## config.mk

```make
export PLATFORM = sky130hd
export DESIGN_NAME = uwire_seq_loader
export DESIGN_NICKNAME = d
export VERILOG_FILES = /design/src/rtl/uwire_seq_loader.sv
export SDC_FILE = /design/constraint.sdc
export NUM_CORES = 1
export LEC_CHECK = 0
export BUFFER_PORTS_ARGS = -buffer_cell sky130_fd_sc_hd__buf_2
export CORE_AREA = 2 2 120 122
export DETAILED_ROUTE_END_ITERATION = 6
export DIE_AREA = 0 0 122 124
export MAX_ROUTING_LAYER = met4
export PLACE_DENSITY = 0.78
export REMOVE_ABC_BUFFERS = 1
export SYNTH_ARGS = -nofsm -noshare
export SYNTH_HDL_FRONTEND = slang
export SYNTH_SLANG_ARGS = --single-unit
```

## constraint.sdc

```tcl
create_clock -name clk -period 6.37 [get_ports clk]
set_input_delay 0.9555 -clock clk [delete_from_list [all_inputs] [get_ports clk]]
set_output_delay 0.9555 -clock clk [all_outputs]
set_load 0.01 [all_outputs]
```

## src/rtl/uwire_seq_loader.sv

```systemverilog
// uwire_seq_loader: snapshots NUM_WORDS words on trigger and hands them one at
// a time to a uWire serializer over a ready/start handshake, with selectable
// word order, a programmable post-start gap, abort, busy and word index.
// Optional build macro UWIRE_SEQ_LOOP_EN adds a 'loop' input that re-arms the
// sequence from FIN without passing through IDLE.
module uwire_seq_loader #(
  parameter int NUM_WORDS  = 4,
  parameter int WORD_W     = 32,
  parameter int GAP_CYCLES = 0,
  parameter bit MSW_FIRST  = 1'b1,
  parameter int IDX_W      = (NUM_WORDS > 1) ? $clog2(NUM_WORDS) : 1
) (
  input  logic                             clk,
  input  logic                             rst,
  input  logic [NUM_WORDS-1:0][WORD_W-1:0] d,
  input  logic                             trigger,
  input  logic                             abort,
  input  logic                             ready,
`ifdef UWIRE_SEQ_LOOP_EN
  input  logic                             loop,
`endif
  output logic [WORD_W-1:0]                q,
  output logic                             start,
  output logic                             done,
  output logic                             busy,
  output logic [IDX_W-1:0]                 word_idx
);
  // remaining-count and gap-counter widths hold NUM_WORDS / GAP_CYCLES without wrap
  localparam int CNT_W = $clog2(NUM_WORDS + 1);
  localparam int GCW   = (GAP_CYCLES > 0) ? $clog2(GAP_CYCLES + 1) : 1;
  localparam int GLAST = (GAP_CYCLES > 0) ? GAP_CYCLES - 1 : 0;

  typedef enum logic [2:0] {IDLE, WAIT_RDY, HOLD, GAP, FIN} state_t;

  state_t                           state, state_nx;
  logic [NUM_WORDS-1:0][WORD_W-1:0] shadow;
  logic [CNT_W-1:0]                 rem;
  logic [GCW-1:0]                   gcnt;
  logic [IDX_W-1:0]                 idx_nx;
  logic                             do_load, do_issue, do_done, gap_end, relo;

`ifdef UWIRE_SEQ_LOOP_EN
  assign relo = loop;
`else
  assign relo = 1'b0;
`endif

  assign gap_end = (gcnt == GCW'(GLAST));
  assign busy    = (state != IDLE);

  // index of the next word to issue, derived from how many words remain
  always_comb begin
    if (MSW_FIRST) idx_nx = IDX_W'(int'(rem) - 1);
    else           idx_nx = IDX_W'(NUM_WORDS - int'(rem));
  end

  // state register
  always_ff @(posedge clk) begin
    if (rst) state <= IDLE;
    else     state <= state_nx;
  end

  // next-state logic; abort overrides everything outside IDLE
  always_comb begin
    state_nx = state;
    case (state)
      IDLE:     if (trigger) state_nx = WAIT_RDY;
      WAIT_RDY: if (ready) state_nx = HOLD;
      HOLD: begin
        if (GAP_CYCLES > 0)  state_nx = GAP;
        else if (rem == '0)  state_nx = FIN;
        else                 state_nx = WAIT_RDY;
      end
      GAP:      if (gap_end) state_nx = (rem == '0) ? FIN : WAIT_RDY;
      FIN:      if (ready) state_nx = relo ? WAIT_RDY : IDLE;
      default:  state_nx = IDLE;
    endcase
    if (abort && state != IDLE) state_nx = IDLE;
  end

  // output strobes: load snapshot, issue a word, signal completion
  always_comb begin
    do_load  = 1'b0;
    do_issue = 1'b0;
    do_done  = 1'b0;
    case (state)
      IDLE:     do_load  = trigger;
      WAIT_RDY: do_issue = ready && !abort;
      FIN: begin
        do_done = ready && !abort;
        do_load = ready && !abort && relo;
      end
      default: ;
    endcase
  end

  // datapath: snapshot, word issue, remaining count, gap counter, pulses
  always_ff @(posedge clk) begin
    if (rst) begin
      shadow   <= '0;
      rem      <= '0;
      gcnt     <= '0;
      q        <= '0;
      word_idx <= '0;
      start    <= 1'b0;
      done     <= 1'b0;
    end else begin
      start <= do_issue;
      done  <= do_done;
      if (do_load) begin
        shadow <= d;
        rem    <= CNT_W'(NUM_WORDS);
      end
      if (do_issue) begin
        q        <= shadow[idx_nx];
        word_idx <= idx_nx;
        rem      <= rem - 1'b1;
      end
      if (state == GAP && !gap_end) gcnt <= gcnt + 1'b1;
      else                          gcnt <= '0;
    end
  end
endmodule

```

======== Yosys cells after proc, flatten, opt, wreduce, memory -nomap -nowiden ========
Index checks and enable logic that the tools add are counted.
word-level totals
  register bits after elaboration ......... 171
  memory bits (read-only) ................. 0
  memories ................................ 0
  bits in writable memories ............... 0
  input bits .............................. 133
  bits in latches ......................... 0
cells by class
  equality and inequality tests ........... 8
  add/sub/neg operators ................... 3
  mux-type cells .......................... 12
  $mul .................................... 0
  bitwise gates (word level) .............. 2
  reductions and logical operators ........ 12
  magnitude comparators ................... 1
  div/mod/pow operators ................... 0
  shift-type cells ........................ 0
operator list
  kind                   number
  $bmux W32 S2           1
  $mux W32               1
  $mux W3                7
  $pmux W3 S5            1
  $ne A2 B2 Y1 const B   4
  $eq A3 B2 Y1 const B   2
  $logic_not A3 Y1       2
  $reduce_or A2 Y1       3
  $reduce_and A4 Y1      1
  $eq A3 B1 Y1 const B   1
  $eq A3 B3 Y1 const B   1
  $logic_and A1 B1 Y1    3
  $lt A2 B3 Y1 const B   1
  $reduce_bool A3 Y1     1
  $sub A3 B1 Y3 const B  1
  $mux W1                2
  $not A1 Y1             2
  $reduce_bool A2 Y1     1
  $sub A2 B1 Y2 const B  1
  $add A1 B1 Y1 const B  1
  $logic_not A1 Y1       1

======== Depth between registers and ports, before layout ========
Gate-level depths: netlist (run 1).
  depth in word-level cells ............... 4
  depth in mapped cells ................... 9
  gate-level depth less buffers ........... 6

======== Least setup slack after synthesis (run 1) ========
Ideal clock, no wire load.
  path type ............................... flip-flop to flip-flop
  start ................................... register rem[0]
  end ..................................... register q[10]
  cell stages (with the launch flop) ...... 10
  data required time ...................... 6.238 ns
  arrival time ............................ 2.022 ns
  path slack .............................. 4.216 ns
  cell sequence ........................... dfxtp_1 > buf_4 > buf_2 > inv_1 > ha_1 > buf_2 > clkbuf_1 > mux4_2 > nand2_1 > a21oi_1
on the way
  longest elaborated chain between the ends .. 3
ends and longest elaborated chain
  item                            RTL line  source
  start: declaration              37        logic [CNT_W-1:0] rem;
  start signal: assignment        112       rem <= CNT_W'(NUM_WORDS);
  start signal: assignment        117       rem <= rem - 1'b1;
  $sub A2 B1 Y2                   53        if (MSW_FIRST) idx_nx = IDX_W'(int'(rem) - 1);
  net idx_nx[0]                   39        logic [IDX_W-1:0] idx_nx;
  $bmux W32 S2                    115       q <= shadow[idx_nx];
  $mux W32 (not written as such)  115
  end signal: assignment          115
  end: declaration                22        output logic [WORD_W-1:0] q,
The timed path passes the listed nets, and every way through them passes these cells. The select of a mux whose other input is x is not followed.
A chain may end at the register's enable or synchronous reset.

======== Worst setup path in the final report (run 1) ========
  start ................................... register state[2]
  end ..................................... register shadow[27] in the netlist's numbering
on the way
  longest elaborated chain between the ends .. 2
ends and longest elaborated chain
  item                      RTL line  source
  start: declaration        35        state_t state, state_nx;
  start signal: assignment  60        else state <= state_nx;
  $logic_not A3 Y1          86        case (state)
  $mux W1                   86
  end signal: assignment    100       shadow <= '0;
  end signal: assignment    111       shadow <= d;
  end: declaration          36        logic [NUM_WORDS-1:0][WORD_W-1:0] shadow;
No other way between the ends.

==> results, run 1 <==
- Adding up every negative setup slack in the final design gives 0 ns.
- The number of vias per cell after detailed routing is 5.15.
- The worst setup path is launched from a flop.
- Setup violations remaining at the end of the flow were counted as 0.
- The number of clock buffers inserted by TritonCTS is 17.
- At the worst endpoint, the required time is 6.71 ns.
- The sequential fraction of the synthesis area is 50.8%.
- The total power per unit cell area is 324 nW/um2.
- Clock-pin slew was measured on the worst setup and hold paths at 0.06 ns.
- Based on the critical path, the design can be clocked at up to 384 MHz.
- The tool flagged a number of max-cap violations equal to 0.
- In this run the horizontal extent of the chip is 122 um.
- The average footprint of a synthesized cell is 8.51 um2.
- The boundary pin count is 170.
- The class of the worst hold path is reg2reg.
- The worst setup path is of the reg2reg kind.
- The top cell type's share of synthesized area is 50.8%.
- The core area is 13700 um2.
- The number of instances resized during post-cts repair is 0.
- The clock skew is 0.0123 ns.
- The detail route stage leaves a number of antenna-violating nets equal to 0.
- TritonCTS built the clock tree.
- The final critical-path required period is 2.60 ns.
- The number of rows created at floorplan is 43.
- At the end of routability-driven placement, the weighted congestion stood at 0.760.
- The later pin in the worst-skew pair is clocked with a latency of 0.43 ns.
- In the global route stage, overall resource usage came out at 22.1%.
- The multi-input combinational cells in the finished layout cover a total of 3020 um2.
- Across the VDD grid, the largest voltage drop is 0.232 mV.
- The kind of end point of the critical path is a flop.
- In this run, the number of DRC markers left after iteration 0 of detailed routing was 301.
- The register cell area after layout is 3420 um2.
- The filler-free cell count of the finished design is 1115.
- The final net count is 1057.
- Buffers inserted to repair hold after CTS numbered 0.
- The number of global-route vias before repair is 5355.
- Summed over all nets, the half-perimeter wirelength after detailed placement is 9500 um.
- The routed design has 15800 um of wire.
- The dominant synthesized flop cell is dfxtp_1.
- The first-pass GRT wire length is 25100 um.
- Among all cell types in the netlist, the one instantiated most often is nand2_1.
- The initial utilization of the core area, before any placement, comes to 49.1%.
- The number of enable flip-flop cells after synthesis is 0.
- The clock passes through at most 2 buffers.
- After global routing the overflow that remains totals 0.
- The buffer count from post-CTS setup fixing is 0.
- The floorplan step defined a die boundary enclosing 15100 um2.
- The initial antenna violation count was 2.
- The root buffer cell chosen for the clock tree is clkbuf_16.
- The biggest area contributor in the post-synthesis netlist is dfxtp_1.
- In the post-synthesis netlist, the biggest area contributors are dfxtp_1 (51%), nand2_1 (18%), a21oi_1 (12%), mux4_2 (11%), buf_2 (2.5%).
- The vertical die dimension is 124 um.
- The worst max-slew margin expressed relative to the limit is 35.2%.
- The count of state elements after synthesis is 171.
- From synthesis to final layout, the design area changed by 21.7%.
- Counting every instance in the synthesized netlist gives 792.
- Entering global routing, the biggest net connects 86 pins.
- The H-tree level count is 4.
- Clock tree synthesis found a total of 171 sinks.
- The fraction of registers with async set or reset after synthesis is 0%.
- The number of pins exceeding their max-slew limit in the final report is 0.
- The detail-routed net length per standard cell is 14.2 um.
- After detailed routing, the number of remaining DRC violations is 0.
- The data arrival at the endpoint of the critical path is 2.95 ns.
- In this run, placement finished with an instance count of 1083.
- Counting distinct cell types in the post-synthesis netlist gives 31.
- The layout has 1245 filler cells.
- The number of warnings issued by yosys is 0.
- Before antenna repair, the detailed router went through 4 iterations.
- Setup repair after global routing left no endpoint under its margin.
- The post-route fraction of the period consumed by the critical path is 40.9%.
- The flow ran to the end, and the final reports show no timing, DRC or antenna violations.
- The mapped cell area is 6740 um2.
- At the pin with the least slew margin, the transition time is 0.972 ns.
- The biggest fanout along the worst timing path is 80.
- The fraction of layout cells with a size suffix above 1 is 25.8%.
- During placement, the flow inserted port buffers numbering 169.
- The number of hold violations in the final report was 0.
- The standby leakage power is 0.00331 uW.
- The routed via count is 5741.
- The commonest cells after synthesis are nand2_1 (325), dfxtp_1 (171), a21oi_1 (167).
critical path, stage by stage (launching register included):
cell	delay, ns
dfxtp_1	0.36
nor3_1	0.48
and2_4	0.55
buf_4	0.73
nand2_1	0.16
a21oi_1	0.18
area by class of cell:
class / instances / area share, %
clock inverters: 9 / 2.08
clock buffers: 21 / 5.49
flip-flops and latches: 171 / 41.8
inverters: 4 / 0.183
well taps: 180 / 2.75
diodes: 2 / 0.0611
repair buffers: 174 / 10.8
multi-input cells: 554 / 36.9
cell families (layout without fill, tap and decap cells):
group	Yosys count	in the layout	share of synthesized area [%]
muxes	33	33	10.9
other	1	3	0.0557
and+or+nand+nor	345	345	20.2
AOI/OAI and AO/OA	173	173	13.1
DFF	171	171	50.8
buffers and inverters	67	208	4.62
adders and majority gates	2	2	0.371
sequential cells by signal, indices dropped and copies added, names as in the netlist:
signal    flops
q            32
gcnt          1
start         1
word_idx      2
rem           3
done          1
state         3
shadow      128
metrics by stage:
| stage | area, um2 | util, % | power, uW | hold slack, ns | setup slack (ns) |
|---|---|---|---|---|---|
| 5_1_grt | 8200 | 59.8 | 2780 | 0.468 | 3.50 |
| 3_3_place_gp | 7570 | 55.2 | 1580 | 0.439 | 3.63 |
| 3_5_place_dp | 7570 | 55.2 | 1590 | 0.443 | 3.62 |
| 2_1_floorplan | 6440 | - | 1450 | 0.427 | 2.81 |
| 4_1_cts | 8190 | 59.7 | 2680 | 0.452 | 3.76 |
| 6_report | 8200 | 59.8 | 2660 | 0.450 | 3.77 |
path summary, 6_finish.rpt:
check,from,slack [ns],endpoint,cells past startpoint
min,q[19],0.45,q[19],2
max,state[2],3.77,shadow[27],5
min reg2reg,q[19],0.45,q[19],2
max reg2reg,state[2],3.77,shadow[27],5
power by group:
| group | internal, uW | switching (uW) | total (uW) |
|---|---|---|---|
| Sequential | 1160 | 42.2 | 1200 |
| Clock | 699 | 399 | 1100 |
| Combinational | 145 | 218 | 363 |
| Total | 2000 | 660 | 2660 |
metal layers:
layer | GRT usage [%] | routed length, um
met5 | - | 0
met4 | 8.55 | 146
met3 | 5.45 | 831
met2 | 37.0 | 8130
met1 | 25.7 | 6730
placed cells by master (no fill, tap or decap), drive strengths merged:
cell type / netlist / routed
and2: 2 / 2
diode: 0 / 2
inv: 4 / 4
a211oi: 1 / 1
or4b: 2 / 2
clkinv: 0 / 4
or2: 1 / 1
nor2b: 1 / 1
or3: 1 / 1
buf: 37 / 174
a21oi: 167 / 167
o31ai: 1 / 1
o21a: 1 / 1
bufinv: 0 / 5
nand3: 2 / 2
or4: 1 / 1
mux4: 32 / 32
dfxtp: 171 / 171
nor2: 2 / 2
nand4bb: 1 / 1
nand2: 325 / 325
nand2b: 4 / 4
mux2: 1 / 1
ha: 2 / 2
a31oi: 1 / 1
a21o: 1 / 1
conb: 1 / 1
clkbuf: 26 / 21
nor3: 3 / 3
o41ai: 1 / 1
No activity file was read; power rests on OpenSTA's default activity.
==> inputs of run 2 (changes only) <==
- ABC_AREA: not set -> 1
- CORE_AREA: 2 2 120 122 -> 2 2 123 125
- DIE_AREA: 0 0 122 124 -> 0 0 125 127
- clock period: 6.37 -> 2.7 ns (I/O delays scaled with it)
==> run 2 against run 1 <==
- power grew to 3.1 times the previous value
- core utilization shrank 0.082 points
- die area grew 4.9%
- sequential cell count is the same
- clock power grew 120%
- routed wire length grew 6.0%
- sequential share of layout area shrank 2.0 points
- via count grew 13%
- cell count grew 16%
- largest power group unchanged
==> results, run 2 <==
- The largest net degree at the start of global routing is 140 (+63%).
- The core area is 14400 um2 (+5.1%).
- The final critical-path required period is 1.75 ns (-0.852 ns).
- The post-route fraction of the period consumed by the critical path was 64.8% (+24 points).
- The vertical die dimension came to 127 um (+2.4%).
- The H-tree level count is 4 (unchanged).
- The hold-critical path depth is 3 (+1).
- The first-pass GRT wire length was 27300 um (+8.9%).
- The cell type with the largest total area after synthesis is dfxtp_1.
- The cell count of the worst reg-to-reg path is 10 (+5).
- The post-synthesis cell count is 973 (+23%).
- The iteration count of the initial detailed-routing pass was 4 (unchanged).
- The data required time of the worst path was 3.01 ns (-3.70 ns).
- The count of state elements after synthesis is 171 (unchanged).
- The fraction of registers with async set or reset after synthesis is 0% (unchanged).
- The multi-input logic area is 2720 um2 (-10%).
- The fill cell total of the finished layout is 1368 (+9.9%).
- The maximum count of clock buffers along a single path came to 2 (unchanged).
- The initial antenna violation count is 0 (-2).
- The number of hold violations in the final report is 0 (unchanged).
- The final net count is 1236 (+17%).
- The hold buffer count at CTS is 0 (unchanged).
- The peak supply drop was 0.458 mV (+98%).
- The data arrival at the endpoint of the critical path is 2.06 ns (-0.89 ns).
- The clock insertion delay at the later pin of the skew report is 0.42 ns (about the same).
- The count of routing violations after the opening detailed-route iteration was 351 (+17%).
- The slew at the pin with the worst max-slew slack is 0.661 ns (-0.312 ns).
- The number of sinks handled by clock tree synthesis is 171 (unchanged).
- The total power per unit cell area was 947 nW/um2 (+190%).
- TritonCTS built the clock tree.
- The register clock-pin slew on the reported worst setup and hold paths is 0.06 ns (about the same).
- The longest individual stage delay on the worst path is 0.33 ns (-0.40 ns).
- Counting instances in the post-synthesis netlist gives the leading cell types as a21oi_1 (195), o21ai_0 (195), dfxtp_1 (171).
- The cell with the largest stage delay on the worst path is dfxtp_2.
- The number of remaining DRC errors is 0 (unchanged).
- The total negative slack for setup checks is 0 ns (unchanged).
- The worst max-slew margin expressed relative to the limit was 56.0% (+21 points).
- The category of the critical setup timing path is reg2reg.
- The detailed placement HPWL is 10700 um (+12%).
- The final count of negative-setup-slack endpoints is 0 (unchanged).
- The number of warnings issued by yosys was 0 (unchanged).
- The fraction of layout cells with a size suffix above 1 is 20.0% (-5.8 points).
- The total track usage was 21.6% (-0.53 points).
- The detailed-route wire length is 16800 um (+6.0%).
- The top cell type's share of synthesized area is 48.3% (-2.5 points).
- The number of pins exceeding their max-slew limit in the final report was 0 (unchanged).
- The mapped cell area was 7090 um2 (+5.2%).
- The sequential fraction of the synthesis area is 48.3% (-2.5 points).
- The dominant synthesized flop cell is dfxtp_1.
- The register cell area after layout came to 3420 um2 (unchanged).
- The number of clock buffers inserted by TritonCTS is 17 (unchanged).
- The worst hold slack is 0.267 ns (-0.184 ns).
- The buffer count from post-CTS setup fixing is 0 (unchanged).
- The number of rows created at floorplan was 44 (+2.3%).
- The share of the core filled with cells was 59.7% (-0.082 points).
- The number of routed nets with antenna violations was 0 (unchanged).
- Yosys attributes the largest share of cell area to dfxtp_1 (48%), a21oi_1 (14%), o21ai_0 (14%), inv_1 (8.6%), nor2_1 (3.8%).
- The number of global-route vias before repair is 5834 (+8.9%).
- The unique cell type count in the Yosys netlist came to 25 (-19%).
- The clock root buffer is clkbuf_16.
- Leaving out fill and tap cells, the most frequent cells in the layout are o21ai_0 (195), a21oi_1 (195), dfxtp_1 (170).
- The biggest fanout along the worst timing path is 16 (-80%).
- The routed via count is 6473 (+13%).
- The average footprint of a synthesized cell is 7.28 um2 (-14%).
- The clock skew is 0.00891 ns (-0.00340 ns).
- The standby leakage power was 0.00383 uW (+16%).
- The startpoint type of the worst setup path is a flop.
- The diode insertion count for antenna repair came to 0 (-2).
- The final estimated routing congestion in global placement was 0.782 (+2.8%).
- Compared with the post-synthesis result, the final layout area differs by 21.4%.
- The number of vias per cell after detailed routing came to 4.99 (-3.1%).
- The detail-routed net length per standard cell is 12.9 um (-9.0%).
- Setup repair after global routing left no endpoint under its margin.
- The kind of end point of the critical path is a flop.
- The flip-flop count of the largest register, all copies and words added is 128 (unchanged).
- The class of the worst hold path is in2reg.
- The boundary pin count came to 170 (unchanged).
- The number of instances resized during post-cts repair is 0 (unchanged).
- The sum of overflow across all layers after global routing is 0 (unchanged).
- The number of buffers inserted by port buffering is 169 (unchanged).
- The largest registers in the layout are shadow (128), q (32).
- The number of enable flip-flop cells after synthesis is 0 (unchanged).
- The run finished with clean final reports.
- The number of maximum-capacitance constraint violations is 0 (unchanged).
- The starting utilization of the core area is 49.1% (about the same).
- The signal on the critical path passes through inv_2 > ha_1 > buf_4 > inv_1 > buf_4 > a21oi_1 > o21ai_0 > nand2_1 > nor2_1 > nor2_1.
- The width of the chip is 125 um (+2.5%).
- The overall die area is 15900 um2 (+4.9%).
- The highest clock frequency the design can meet is 571 MHz (+49%).
- The largest register by flop count is shadow.
-- run 2: layer usage --
layer	GRT usage, %	vias to the layer above	routed length (um)
li1	-	3398	-
met1	27.5	2899	7790
met2	34.7	156	7970
met3	4.90	20	798
met4	6.08	0	235
met5	-	-	0
-- run 2: worst max-delay path: cells and delay by family, from the launching register on --
family,cells,cell delay [ns]
buffers and inverters,4,0.60
DFF,1,0.33
adders and majority gates,1,0.30
and+or+nand+nor,3,0.21
AOI/OAI and AO/OA,2,0.19
-- run 2: cell type report --
class / instances / area share [%]
clock buffers: 25 / 5.64
clock inverters: 7 / 1.31
inverters: 165 / 7.21
multi-input cells: 563 / 31.6
flip-flops and latches: 171 / 39.8
well taps: 184 / 2.67
repair buffers: 183 / 11.8
-- run 2: final timing paths --
path	startpoint	slack, ns	to
setup / recovery	rem[0]	0.95	q[3]
hold / removal	d[125]	0.27	shadow[125]
setup reg to reg	rem[0]	0.95	q[3]
hold reg to reg	shadow[121]	0.44	shadow[121]
-- run 2: power by group --
group,internal (uW),switching [uW],leakage (uW)
logic,800,1450,0.00212
clock network,1530,927,0.000291
registers,3190,260,0.00141
-- run 2: cells by family after synthesis --
logic type | share of synthesized area (%)
AOI/OAI and AO/OA | 28.2
other | 0.0529
DFF | 48.3
buffers and inverters | 13.4
xor gates and xnor gates | 0.124
adders and majority gates | 0.353
and+or+nand+nor | 9.50
-- run 2: per-stage QoR --
step,power [uW],worst slack (ns),instances,instance area (um2)
after floorplan,4980,-1.21,899,6760
after global placement,5660,0.951,1266,8010
after detailed placement,5750,0.934,1266,8010
after CTS,8210,0.921,1298,8610
after global routing,8720,0.782,1298,8610
final,8150,0.950,1298,8610
==> inputs of run 3 (changes only) <==
- clock period: 2.7 -> 1.7 ns (I/O delays scaled with it)
==> run 3 against run 2 <==
- sequential cell count unchanged
- sequential share of layout area decreased by 0.26 points
- non-clock buffer count increased by 7
- maximum frequency increased by 13%
- global-route usage decreased by 0.065 points
- routed wire length unchanged
- critical path type unchanged
- largest cell class unchanged
- highest routed layer unchanged
==> results, run 3 (synthesis results as in run 2) <==
- The total track usage is 21.5% (-0.065 points).
- The sum of overflow across all layers after global routing came to 0 (unchanged).
- The initial antenna violation count is 0 (unchanged).
- The clock share of power is 28.0% (-2.1 points).
- The post-route fraction of the period consumed by the critical path is 90.9% (+26 points).
- The detail-routed net length per standard cell is 12.9 um (-0.38%).
- The buffer count from post-CTS setup fixing is 0 (unchanged).
- In this run the clock root is driven by a clkbuf_16.
- The number of sinks handled by clock tree synthesis was 171 (unchanged).
- The number of maximum-capacitance constraint violations is 0 (unchanged).
- The total negative slack for setup checks is 0 ns (unchanged).
- The worst max-slew margin expressed relative to the limit is 54.7% (-1.3 points).
- The dominant cell type by count on the critical path is buf_12.
- The register cell area after layout is 3420 um2 (unchanged).
- The overall die area is 15900 um2 (unchanged).
- The clock insertion delay at the later pin of the skew report was 0.42 ns (about the same).
- The detailed placement HPWL is 11000 um (+2.7%).
- The number of buffer and inverter stages on the critical path was 3 (-1).
- The H-tree level count is 4 (unchanged).
- The standby leakage power is 0.00386 uW (+0.83%).
- The largest net degree at the start of global routing was 87 (-38%).
- The largest registers in the layout are shadow (128), q (32).
- The final count of negative-setup-slack endpoints is 0 (unchanged).
- Leaving out fill and tap cells, the most frequent cells in the layout are o21ai_0 (195), a21oi_1 (195), dfxtp_1 (170).
- TritonCTS built the clock tree.
- The peak supply drop came to 0.696 mV (+52%).
- The vertical die dimension is 127 um (unchanged).
- The diode insertion count for antenna repair is 0 (unchanged).
- The boundary pin count is 170 (unchanged).
- The data arrival at the endpoint of the critical path is 1.90 ns (-0.16 ns).
- The cell with the largest stage delay on the worst path is dfxtp_1.
- The kind of end point of the critical path is a flop.
- The highest clock frequency the design can meet was 647 MHz (+13%).
- The count of routing violations after the opening detailed-route iteration is 445 (+27%).
- The number of remaining DRC errors was 0 (unchanged).
- Setup repair after global routing left no endpoint under its margin.
- The number of routed nets with antenna violations is 0 (unchanged).
- The cell class contributing the biggest share of worst-path delay is buffers and inverters.
- The core area is 14400 um2 (unchanged).
- The slew at the pin with the worst max-slew slack was 0.679 ns (+0.0189 ns).
- The critical path in this run is classified as reg2reg.
- The register clock-pin slew on the reported worst setup and hold paths is 0.06 ns (about the same).
- The part of the total power dissipated in combinational logic is 28.8% (+1.2 points).
- The number of global-route vias before repair was 5671 (-2.8%).
- The filler-free cell count of the finished design is 1303 (+0.39%).
- The longest individual stage delay on the worst path is 0.40 ns (+0.07 ns).
- The biggest fanout along the worst timing path is 86 (+70).
- The flip-flop count of the largest register, all copies and words added was 128 (unchanged).
- The data required time of the worst path is 2.05 ns (-0.96 ns).
- The final critical-path required period is 1.55 ns (-0.204 ns).
- The min-delay analysis places its worst path in the category in2reg.
- The worst setup path is launched from a flop.
- The starting utilization of the core area was 49.1% (unchanged).
- The total power per unit cell area came to 1460 nW/um2 (+54%).
- The switching power summed over all nets came to 4210 uW (+59%).
- The clock skew is 0.00667 ns (-0.00224 ns).
- The detailed-route wire length came to 16800 um (unchanged).
- The register share of total power is 43.3% (+1.0 points).
- The number of rows created at floorplan is 44 (unchanged).
- The maximum count of clock buffers along a single path is 2 (unchanged).
- The final estimated routing congestion in global placement is 0.782 (about the same).
- The proportion of total power due to net switching came to 33.2% (+0.82 points).
- The number of hold violations in the final report is 0 (unchanged).
- The iteration count of the initial detailed-routing pass is 5 (+1).
- The number of clock buffers inserted by TritonCTS was 17 (unchanged).
- The number of pins exceeding their max-slew limit in the final report is 0 (unchanged).
- The placed instance count came to 1273 (+0.55%).
- The run finished with clean final reports.
- The routed via count is 6527 (+0.83%).
- The fraction of layout cells with a size suffix above 1 is 20.6% (+0.54 points).
- The fill cell total of the finished layout was 1351 (-1.2%).
- The layout overhead on the synthesized area is 22.2%.
- The multi-input logic area was 2720 um2 (unchanged).
- The critical path goes through inv_1 > nand3_4 > buf_12 > buf_12 > o21ai_0 > a21oi_1.
- The internal power summed over all cells came to 8470 uW (+54%).
- The first-pass GRT wire length is 27000 um (-0.96%).
- The largest register by flop count is shadow.
- The width of the chip is 125 um (unchanged).
- The number of vias per cell after detailed routing is 5.01 (+0.45%).
- The number of buffers inserted by port buffering is 169 (unchanged).
- The final net count was 1243 (+0.57%).
run 3: changes by cell type in the layout (fill, tap and decap cells not counted), sizes merged:
| cell | previous run | this run |
|---|---|---|
| clkbuf | 25 | 22 |
| clkinv | 4 | 7 |
| buf | 183 | 190 |
| bufinv | 3 | 1 |
run 3: final timing paths:
path | startpoint | end | slack (ns) | cells after the start
worst max register to register | state[0] | shadow[75] | 0.15 | 6
worst min register to register | shadow[3] | shadow[3] | 0.44 | 2
worst max-delay path | state[0] | shadow[75] | 0.15 | 6
worst min-delay path | d[124] | shadow[124] | 0.11 | 3
run 3: power groups by stage:
stage	logic (uW)	clock network (uW)	registers [uW]
5_1_grt	4180	3800	5590
3_5_place_dp	3640	0	5560
3_3_place_gp	3550	0	5520
2_1_floorplan	2050	0	5350
4_1_cts	3660	3620	5470
6_report	3640	3550	5480
run 3: stage by stage:
stage          util [%]  hold WS (ns)  power, uW  worst slack (ns)  area, um2
6_report           60.1         0.108      12700             0.154       8660
5_1_grt            60.1         0.106      13600            0.0165       8660
4_1_cts            60.0        0.0903      12800             0.121       8660
3_5_place_dp       56.3         0.430       9200             0.139       8120
3_3_place_gp       56.3         0.427       9070             0.186       8120
2_1_floorplan         -         0.317       7400             -2.21       6760
run 3: layout make-up:
class                           instances  share of cell area [%]
Multi-Input combinational cell        563                    31.4
Timing Repair Buffer                  190                    13.1
Sequential cell                       171                    39.5
Inverter                              165                    7.16
Clock buffer                           22                    5.36
Clock inverter                          8                   0.823
Tap cell                              184                    2.66
run 3: timing repair:
action | CTS | global route
gates resized for setup | 0 | 1
setup endpoints to repair | 0 | 4
hold buffers | 0 | 0
run 3: metal layers:
metal | vias up | share of wire [%] | GRT usage [%]
met3 | 23 | 4.9 | 4.23
met4 | 0 | 1.5 | 7.12
met2 | 175 | 47 | 34.2
li1 | 3406 | - | -
met1 | 2923 | 46 | 27.7
met5 | - | 0 | -
run 3: tightest hold or removal path, stage by stage:
cell     delay (ns)
buf_2          0.07
o21ai_0        0.07
a21oi_1        0.10
